[src/rtl/rr_mux_pkg.sv]
// Shared helpers for the round-robin arbitrating mux.
//   idx_w    : channel index width, clog2 with a floor of 1 so a 1-channel build still has a port
//   next_ptr : round-robin pointer advance with wrap N-1 -> 0
//   Rst*     : reset values of the output register and lock state
package rr_mux_pkg;

  function automatic int unsigned idx_w(input int unsigned n);
    return (n > 1) ? $clog2(n) : 1;
  endfunction

  function automatic int unsigned next_ptr(input int unsigned idx, input int unsigned n);
    return (idx + 1 >= n) ? 0 : idx + 1;
  endfunction

  localparam logic RstOutValid = 1'b0;
  localparam logic RstLock     = 1'b0;

endpackage

[src/rtl/rr_arbiter.sv]
// Combinational rotate-priority arbiter.
//   req       in  N_CH   request vector
//   ptr       in  IDX_W  highest-priority channel this cycle
//   grant     out N_CH   one-hot grant, zero when no request
//   grant_idx out IDX_W  binary index of the granted channel (0 when no grant)
module rr_arbiter #(
  parameter int unsigned N_CH  = 4,
  parameter int unsigned IDX_W = 2
) (
  input  logic [N_CH-1:0]  req,
  input  logic [IDX_W-1:0] ptr,
  output logic [N_CH-1:0]  grant,
  output logic [IDX_W-1:0] grant_idx
);

  // Walk ptr, ptr+1, ... modulo N_CH; the first requester found wins.
  always_comb begin
    int unsigned cand;
    logic        found;
    grant     = '0;
    grant_idx = '0;
    found     = 1'b0;
    cand      = 0;
    for (int unsigned k = 0; k < N_CH; k++) begin
      cand = (32'(ptr) + k) % N_CH;
      if (!found && req[cand]) begin
        found       = 1'b1;
        grant[cand] = 1'b1;
        grant_idx   = IDX_W'(cand);
      end
    end
  end

endmodule

[src/rtl/rr_mux_arb.sv]
// N-channel, W-bit round-robin arbitrating mux with one registered output stage.
//   clk, rst_n : clock and synchronous active-low reset
//   in_valid / in_ready / in_data / in_last : per-channel valid/ready sources (flat data bus)
//   out_valid / out_ready / out_data / out_chan : registered output toward a single consumer
// Optional feature: define RR_MUX_LOCK_EN to hold the grant on one channel until its in_last beat.
module rr_mux_arb
  import rr_mux_pkg::*;
#(
  parameter int unsigned N_CH   = 4,
  parameter int unsigned DATA_W = 32,
  localparam int unsigned IDX_W = idx_w(N_CH)
) (
  input  logic                     clk,
  input  logic                     rst_n,
  input  logic [N_CH-1:0]          in_valid,
  output logic [N_CH-1:0]          in_ready,
  input  logic [N_CH*DATA_W-1:0]   in_data,
  input  logic [N_CH-1:0]          in_last,
  output logic                     out_valid,
  input  logic                     out_ready,
  output logic [DATA_W-1:0]        out_data,
  output logic [IDX_W-1:0]         out_chan
);

  logic [IDX_W-1:0]  ptr_q, ptr_d;
  logic              out_valid_q, out_valid_d;
  logic [DATA_W-1:0] out_data_q, out_data_d;
  logic [IDX_W-1:0]  out_chan_q, out_chan_d;

  logic [N_CH-1:0]   req;
  logic [N_CH-1:0]   grant;
  logic [IDX_W-1:0]  grant_idx;
  logic              can_load;
  logic              accept;

`ifdef RR_MUX_LOCK_EN
  logic lock_q, lock_d;

  // While locked, ptr_q names the owning channel and all other requests are masked.
  always_comb begin
    req = '0;
    for (int unsigned i = 0; i < N_CH; i++) begin
      req[i] = in_valid[i] & (!lock_q || (ptr_q == IDX_W'(i)));
    end
  end
`else
  logic unused_last;
  assign unused_last = ^in_last;
  assign req         = in_valid;
`endif

  rr_arbiter #(
    .N_CH  (N_CH),
    .IDX_W (IDX_W)
  ) u_arb (
    .req       (req),
    .ptr       (ptr_q),
    .grant     (grant),
    .grant_idx (grant_idx)
  );

  assign can_load = !out_valid_q | out_ready;
  assign accept   = can_load & (|grant) & rst_n;
  assign in_ready = grant & {N_CH{can_load & rst_n}};

  always_comb begin
    ptr_d       = ptr_q;
    out_valid_d = out_valid_q;
    out_data_d  = out_data_q;
    out_chan_d  = out_chan_q;
`ifdef RR_MUX_LOCK_EN
    lock_d      = lock_q;
`endif
    if (accept) begin
      // A drain in the same cycle is implicit: the register simply reloads.
      out_valid_d = 1'b1;
      out_data_d  = in_data[32'(grant_idx)*DATA_W +: DATA_W];
      out_chan_d  = grant_idx;
      ptr_d       = IDX_W'(next_ptr(32'(grant_idx), N_CH));
`ifdef RR_MUX_LOCK_EN
      if (!in_last[grant_idx]) begin
        lock_d = 1'b1;
        ptr_d  = grant_idx;
      end else begin
        lock_d = 1'b0;
      end
`endif
    end else if (out_valid_q && out_ready) begin
      out_valid_d = 1'b0;
    end
  end

  always_ff @(posedge clk) begin
    if (!rst_n) begin
      ptr_q       <= '0;
      out_valid_q <= RstOutValid;
      out_data_q  <= '0;
      out_chan_q  <= '0;
`ifdef RR_MUX_LOCK_EN
      lock_q      <= RstLock;
`endif
    end else begin
      ptr_q       <= ptr_d;
      out_valid_q <= out_valid_d;
      out_data_q  <= out_data_d;
      out_chan_q  <= out_chan_d;
`ifdef RR_MUX_LOCK_EN
      lock_q      <= lock_d;
`endif
    end
  end

  assign out_valid = out_valid_q;
  assign out_data  = out_data_q;
  assign out_chan  = out_chan_q;

endmodule
[config.mk]
export PLATFORM = sky130hd
export DESIGN_NAME = rr_mux_arb
export DESIGN_NICKNAME = d
export VERILOG_FILES = /design/src/rtl/rr_mux_pkg.sv /design/src/rtl/rr_arbiter.sv /design/src/rtl/rr_mux_arb.sv
export SDC_FILE = /design/constraint.sdc
export NUM_CORES = 1
export LEC_CHECK = 0
export ABC_AREA = 0
export CORE_ASPECT_RATIO = 2
export CORE_MARGIN = 4
export CORE_UTILIZATION = 30
export CTS_BUF_LIST = sky130_fd_sc_hd__clkbuf_8
export CTS_CLUSTER_SIZE = 8
export DETAILED_ROUTE_END_ITERATION = 8
export GPL_ROUTABILITY_DRIVEN = 1
export PLACE_DENSITY = 0.67
export SYNTH_ARGS = -nofsm -noshare
export SYNTH_HDL_FRONTEND = slang
export SYNTH_SLANG_ARGS = --single-unit
[constraint.sdc]
create_clock -name clk -period 4.48 [get_ports clk]
set_input_delay 0.896 -clock clk [delete_from_list [all_inputs] [get_ports clk]]
set_output_delay 0.896 -clock clk [all_outputs]
set_load 0.05 [all_outputs]
* After elaboration in Yosys (flattened, before gate mapping)
Index checks and enable logic that the tools add are counted.
** Storage, ports and cells
- Register bits :: 37
- Bits of input ports :: 139
- Output and inout port bits :: 39
- Logic and storage cells :: 70
** Cells by class
- Add/sub/neg operators :: 4
- Order comparisons :: 9
- Shift-type cells :: 1
- Mux-type cells :: 30
- Bitwise operators :: 8
- Reduce and logical (&&, ||, !) cells :: 14
** Operators with widths (count)
- 128-bit by 8-bit variable part select with 32-bit output :: 1
- 4-bit two-way mux :: 4
- 1-bit two-way mux :: 13
- 2-bit by 3-bit < comparator with 1-bit output (second input constant) :: 4
- 4-bit OR :: 3
- 2-bit two-way mux :: 5
- 1-bit binary-select mux with 2-bit select :: 4
- 1-bit demux with 2-bit select :: 4
- 2-bit by 1-bit greater-or-equal comparator with 1-bit output (second input constant) :: 4
- 1-bit logical AND :: 8
- 2-bit adder (second input constant) :: 2
- 4-bit bitwise AND :: 1
- 1-bit logical NOT :: 4
- 4-bit OR reduction :: 1
- 2-bit by 1-bit adder with 3-bit output (second input constant) :: 1
- 1-bit bitwise AND :: 3
- 3-bit greater-or-equal comparator (second input constant) :: 1
- 2-bit by 1-bit adder with 2-bit output (second input constant) :: 1
- 2-bit nonzero test :: 1
- 1-bit OR :: 1

* Longest topological paths before layout
Gate-level depths: netlist of the first run.
- Depth after elaboration :: 16
- Depth in mapped cells :: 14
- Gate-level depth less buffers :: 10

* Cells and area by module
A second synthesis of the first run with hierarchy kept.
** Second synthesis, totals
- Cells, all modules :: 278
- Area total of the unflattened synthesis :: 2817.7 sq um
** Modules (own cells, without submodules)
- rr_mux_arb :: times used 1, cells an instance 213, area an instance 2328.5 sq um, sequential area each 740.7 sq um
- rr_arbiter :: times used 1, cells an instance 65, area an instance 489.2 sq um, sequential area each 0.0 sq um

* Worst setup path before layout of the first run
No wires, ideal clock.
- Path type :: reg2out
- From :: register ptr_q[0]
- To :: output in_ready[0]
- Arrival :: 3.123 ns
- Data required time :: 3.584 ns
- Path slack :: 0.461 ns
- Cell stages (with the launch flop) :: 10
- Path buffers :: 2
- Cells stage by stage :: dfxtp_1 buf_2 inv_1 ha_1 buf_2 or3b_1 a2111o_1 nand3_1 a21oi_1 a21oi_1
** Between the ends
- Cells in the longest elaborated chain, start to end :: 13
- Elaborated cells on any way between the ends :: 48
- Classes of those cells :: 3 x add/sub; 8 x order compare; 23 x mux; 4 x bitwise; 10 x reduce/logical
** Ends and longest elaborated chain
- from (decl) :: line rr_mux_arb.sv:25 : logic [IDX_W-1:0] ptr_q, ptr_d;
- from (signal assigned) :: line rr_mux_arb.sv:103 : ptr_q <= ptr_d;
- branches (longest 11 deep; another with 2-bit by 3-bit < comparator with 1-bit output)
- 4-bit two-way mux (*) :: line rr_arbiter.sv:26 : if (!found && req[cand]) begin
- 4-bit bitwise AND (*) :: line rr_mux_arb.sv:64 : assign in_ready = grant & {N_CH{can_load & rst_n}};
- to (decl) :: line rr_mux_arb.sv:16 : output logic [N_CH-1:0] in_ready,
Mark *: on every way between the ends. The select of a mux whose other input is x is not followed.

* Worst setup path after layout of the first run
- From :: register ptr_q[1]
- To :: output in_ready[1]
Same word-level chain as after synthesis.

==> flow_metrics.env, run 1 <==
export IMPL_fin_skew_ns=0.005233
export IMPL_rows=51
export IMPL_met1Wirelength_mm=3.060
export IMPL_grt_pass1_wl_mm=14.28
export IMPL_syn_avg_cell_area_um2=9.649
export IMPL_cp_startpoint="ptr_q[1]$_SDFFE_PN0P_"
export IMPL_drv_slew=0
export IMPL_place_inst=596
export IMPL_setup_tns_final_ns=0
export IMPL_ys_flop_type="dfxtp_1"
export IMPL_r2r_end="out_data[20]$_SDFFE_PN0P_"
export IMPL_r2r_slack_ns=0.94
export IMPL_top_layer_used="met4"
export IMPL_area_delta_synth_final_pct=66.05
export IMPL_fmax_mhz=240.6
export IMPL_critPathRequiredTime_ns=3.58
export IMPL_final_cells=604
export IMPL_synthDistinctLibCells=42
export IMPL_grt_overflow=0
export IMPL_io_buffers=173
export IMPL_path_class="reg -> out"
export IMPL_core_um2=9699
export IMPL_hpwl_mm=7.617
export IMPL_vias=2908
export IMPL_met3_length_um=477
export IMPL_grt_pass1_vias=2992
export IMPL_drtIter0Drc=68
export IMPL_rsz0062_at_grt="no"
export IMPL_yosysSeqAreaShare=0.2484
export IMPL_async_flop_share=0
export IMPL_cp_end_kind="output pin"
export IMPL_totalPowerFinal_mw=2.730
export IMPL_drtPass1Iterations=5
export IMPL_clk_latency_ns=0.29
export IMPL_yosysTopAreaCell="mux2i_1"
export IMPL_r2r_cells=9
export IMPL_cts_setup_buffers=0
export IMPL_cellPowerDensity_nw_per_um2=551.5
export IMPL_synth_top_area_frac=0.3290
export IMPL_path_clk_slew_ns=0.07
export IMPL_antenna_cells=0
export IMPL_timing_hold_violations_final=0
export IMPL_seq_area_um2=740.7
export IMPL_drive_above_1_share=0.1250
export IMPL_ys_warn_count=0
export IMPL_grt_max_degree=63
export IMPL_multi_input_area_um2=2090
export IMPL_max_slew_worst_pin_slew_ns=0.6097
export IMPL_synth_edf_count=0
export IMPL_fp_dieH_um=149.0
export IMPL_path_max_fanout=13
export IMPL_ctsResizeCount=0
export IMPL_netlist_area_um2=2982
export IMPL_cap_violations=0
export IMPL_synth_area_leaders="mux2i_1 33%, dfxtp_1 25%, mux2_2 12%"
export IMPL_cts_tree="yes"
export IMPL_cts_hold_buf=0
export IMPL_drc_errors=0
export IMPL_track_usage=0.1576
export IMPL_final_fill_count=920
export IMPL_cts_root_buf="clkbuf_8"
export IMPL_htreeDepth=2
export IMPL_relSlewSlack=0.5926
export IMPL_arrival_ns=3.26
export IMPL_die_w_um=78.50
export IMPL_postRouteAntennaNets=0
export IMPL_post_drt_wl_per_cell_um=15.75
export IMPL_synth_common_cells="98 x mux2i_1, 48 x nand2_1, 37 x dfxtp_1, 32 x mux2_2, 10 x buf_2"
export IMPL_post_synth_top_count_cell="mux2i_1"
export IMPL_initial_utilization=0.3074
export IMPL_wl_met2_mm=5.609
export IMPL_ioPinCount=178
export IMPL_regToRegStartpoint="ptr_q[1]$_SDFFE_PN0P_"
export IMPL_place_congestion=0.8120
export IMPL_viasPerCell=4.815
export IMPL_cts_buffers=5
export IMPL_syn_nets=455
export IMPL_setup_viol=0
export IMPL_hold_path_class="reg -> reg"
export IMPL_wirelength_mm=9.512
export IMPL_run_status="finished clean"
export IMPL_fin_crit_sh=0.9276
export IMPL_cts_buffer_depth=2
export IMPL_layout_nets=617
export IMPL_utilization=0.5104
export IMPL_netlist_instances=309
export IMPL_cts_num_sinks=37
export IMPL_synth_seq_cells=37
export IMPL_fin_crit_ns=4.155
export IMPL_ir_drop_mv=0.3696
export IMPL_start_kind="flop"
export IMPL_die_area_um2=11690
export IMPL_antenna_found_initial=0
export IMPL_crit_path_end="in_ready[1]"
export IMPL_hold_ws_ns=0.4486
export IMPL_p_leak_nw=2.057
==> stage by stage <==
stage               instance area [µm²]  setup slack (ns)
floorplan                          2982            0.4612
global placement                   4868            0.4318
detailed placement                 4868            0.4332
CTS                                4951            0.3029
global route                       4951           0.04535
finish                             4951            0.3245
==> worst min path at each step <==
| stage | to | startpoint | slack, ns | cells past startpoint |
|---|---|---|---|---|
| 2_1_floorplan | ptr_q[1]$_SDFFE_PN0P_ | ptr_q[1]$_SDFFE_PN0P_ | 0.64 | 3 |
| 3_3_place_gp | out_chan[1]$_SDFFE_PN0P_ | out_chan[1]$_SDFFE_PN0P_ | 0.44 | 2 |
| 3_5_place_dp | out_chan[1]$_SDFFE_PN0P_ | out_chan[1]$_SDFFE_PN0P_ | 0.44 | 2 |
| 4_1_cts | out_chan[1]$_SDFFE_PN0P_ | out_chan[1]$_SDFFE_PN0P_ | 0.45 | 2 |
| 5_1_grt | out_data[17]$_SDFFE_PN0P_ | out_data[17]$_SDFFE_PN0P_ | 0.48 | 2 |
| 6_report | out_chan[1]$_SDFFE_PN0P_ | out_chan[1]$_SDFFE_PN0P_ | 0.45 | 2 |
==> worst max-delay path: stages, from the launching register on <==
cell,delay [ns]
dfxtp_1,0.59
inv_1,0.15
ha_1,0.56
mux2i_1,0.35
a32oi_1,0.15
o32ai_2,0.58
a221oi_2,0.21
nor2_1,0.21
buf_12,0.17
==> cell families after synthesis <==
logic type / after synthesis / share of synthesized area
buf+inv: 29 / 0.05455
flops: 37 / 0.2484
simple gates: 71 / 0.1112
mux: 132 / 0.4650
fa+ha+maj: 7 / 0.02937
compound gates: 33 / 0.09149
==> metal layers <==
| metal | vias up | track usage |
|---|---|---|
| li1 | 1441 | - |
| met5 | - | 0 |
| met3 | 18 | 0.03386 |
| met2 | 97 | 0.3222 |
| met4 | 0 | 0.08056 |
| met1 | 1352 | 0.1367 |
==> report_power, final <==
group | internal, mW | leakage (nW) | switching [mW]
sequential | 0.458 | 0.307 | 0.0688
combinational | 0.891 | 1.70 | 1.09
clock | 0.105 | 0.0491 | 0.114
==> cells in the final DEF, fill, tap and decap left out, types with 2 or more instances in the layout <==
| cell type | n |
|---|---|
| clkdlybuf4s50_1 | 169 |
| mux2i_1 | 98 |
| nand2_1 | 48 |
| dfxtp_1 | 37 |
| mux2_2 | 32 |
| a21oi_1 | 7 |
| ha_1 | 7 |
| buf_12 | 7 |
| inv_1 | 6 |
| o21ai_0 | 5 |
| clkbuf_8 | 5 |
| nor2_1 | 4 |
| o21ai_1 | 4 |
| nor2b_1 | 3 |
| nand3b_1 | 3 |
| buf_4 | 3 |
| or3_1 | 2 |
| a32oi_1 | 2 |
| mux4_2 | 2 |
| nand3_1 | 2 |
| a221oi_1 | 2 |
| clkinv_2 | 2 |
==> cell type report <==
| cell class | count | area share |
|---|---|---|
| clock buffer | 5 | 0.01390 |
| clock inverter | 3 | 0.002780 |
| inverter | 5 | 0.003791 |
| multi-input combinational | 243 | 0.4220 |
| sequential | 37 | 0.1496 |
| tap | 132 | 0.03336 |
| timing repair buffer | 179 | 0.3745 |
==> flip-flops by register name, summed over array words and instances, names as in the netlist <==
register,flops
out_valid,1
out_chan,2
ptr_q,2
out_data,32
(Power assumes the default switching activity.)
==> inputs of run 2 (changes only) <==
SLEW_MARGIN = 20   (was unset)
==> results of run 2 <==
Same layout as run 1: the final DEF is identical, and so are final timing and power.
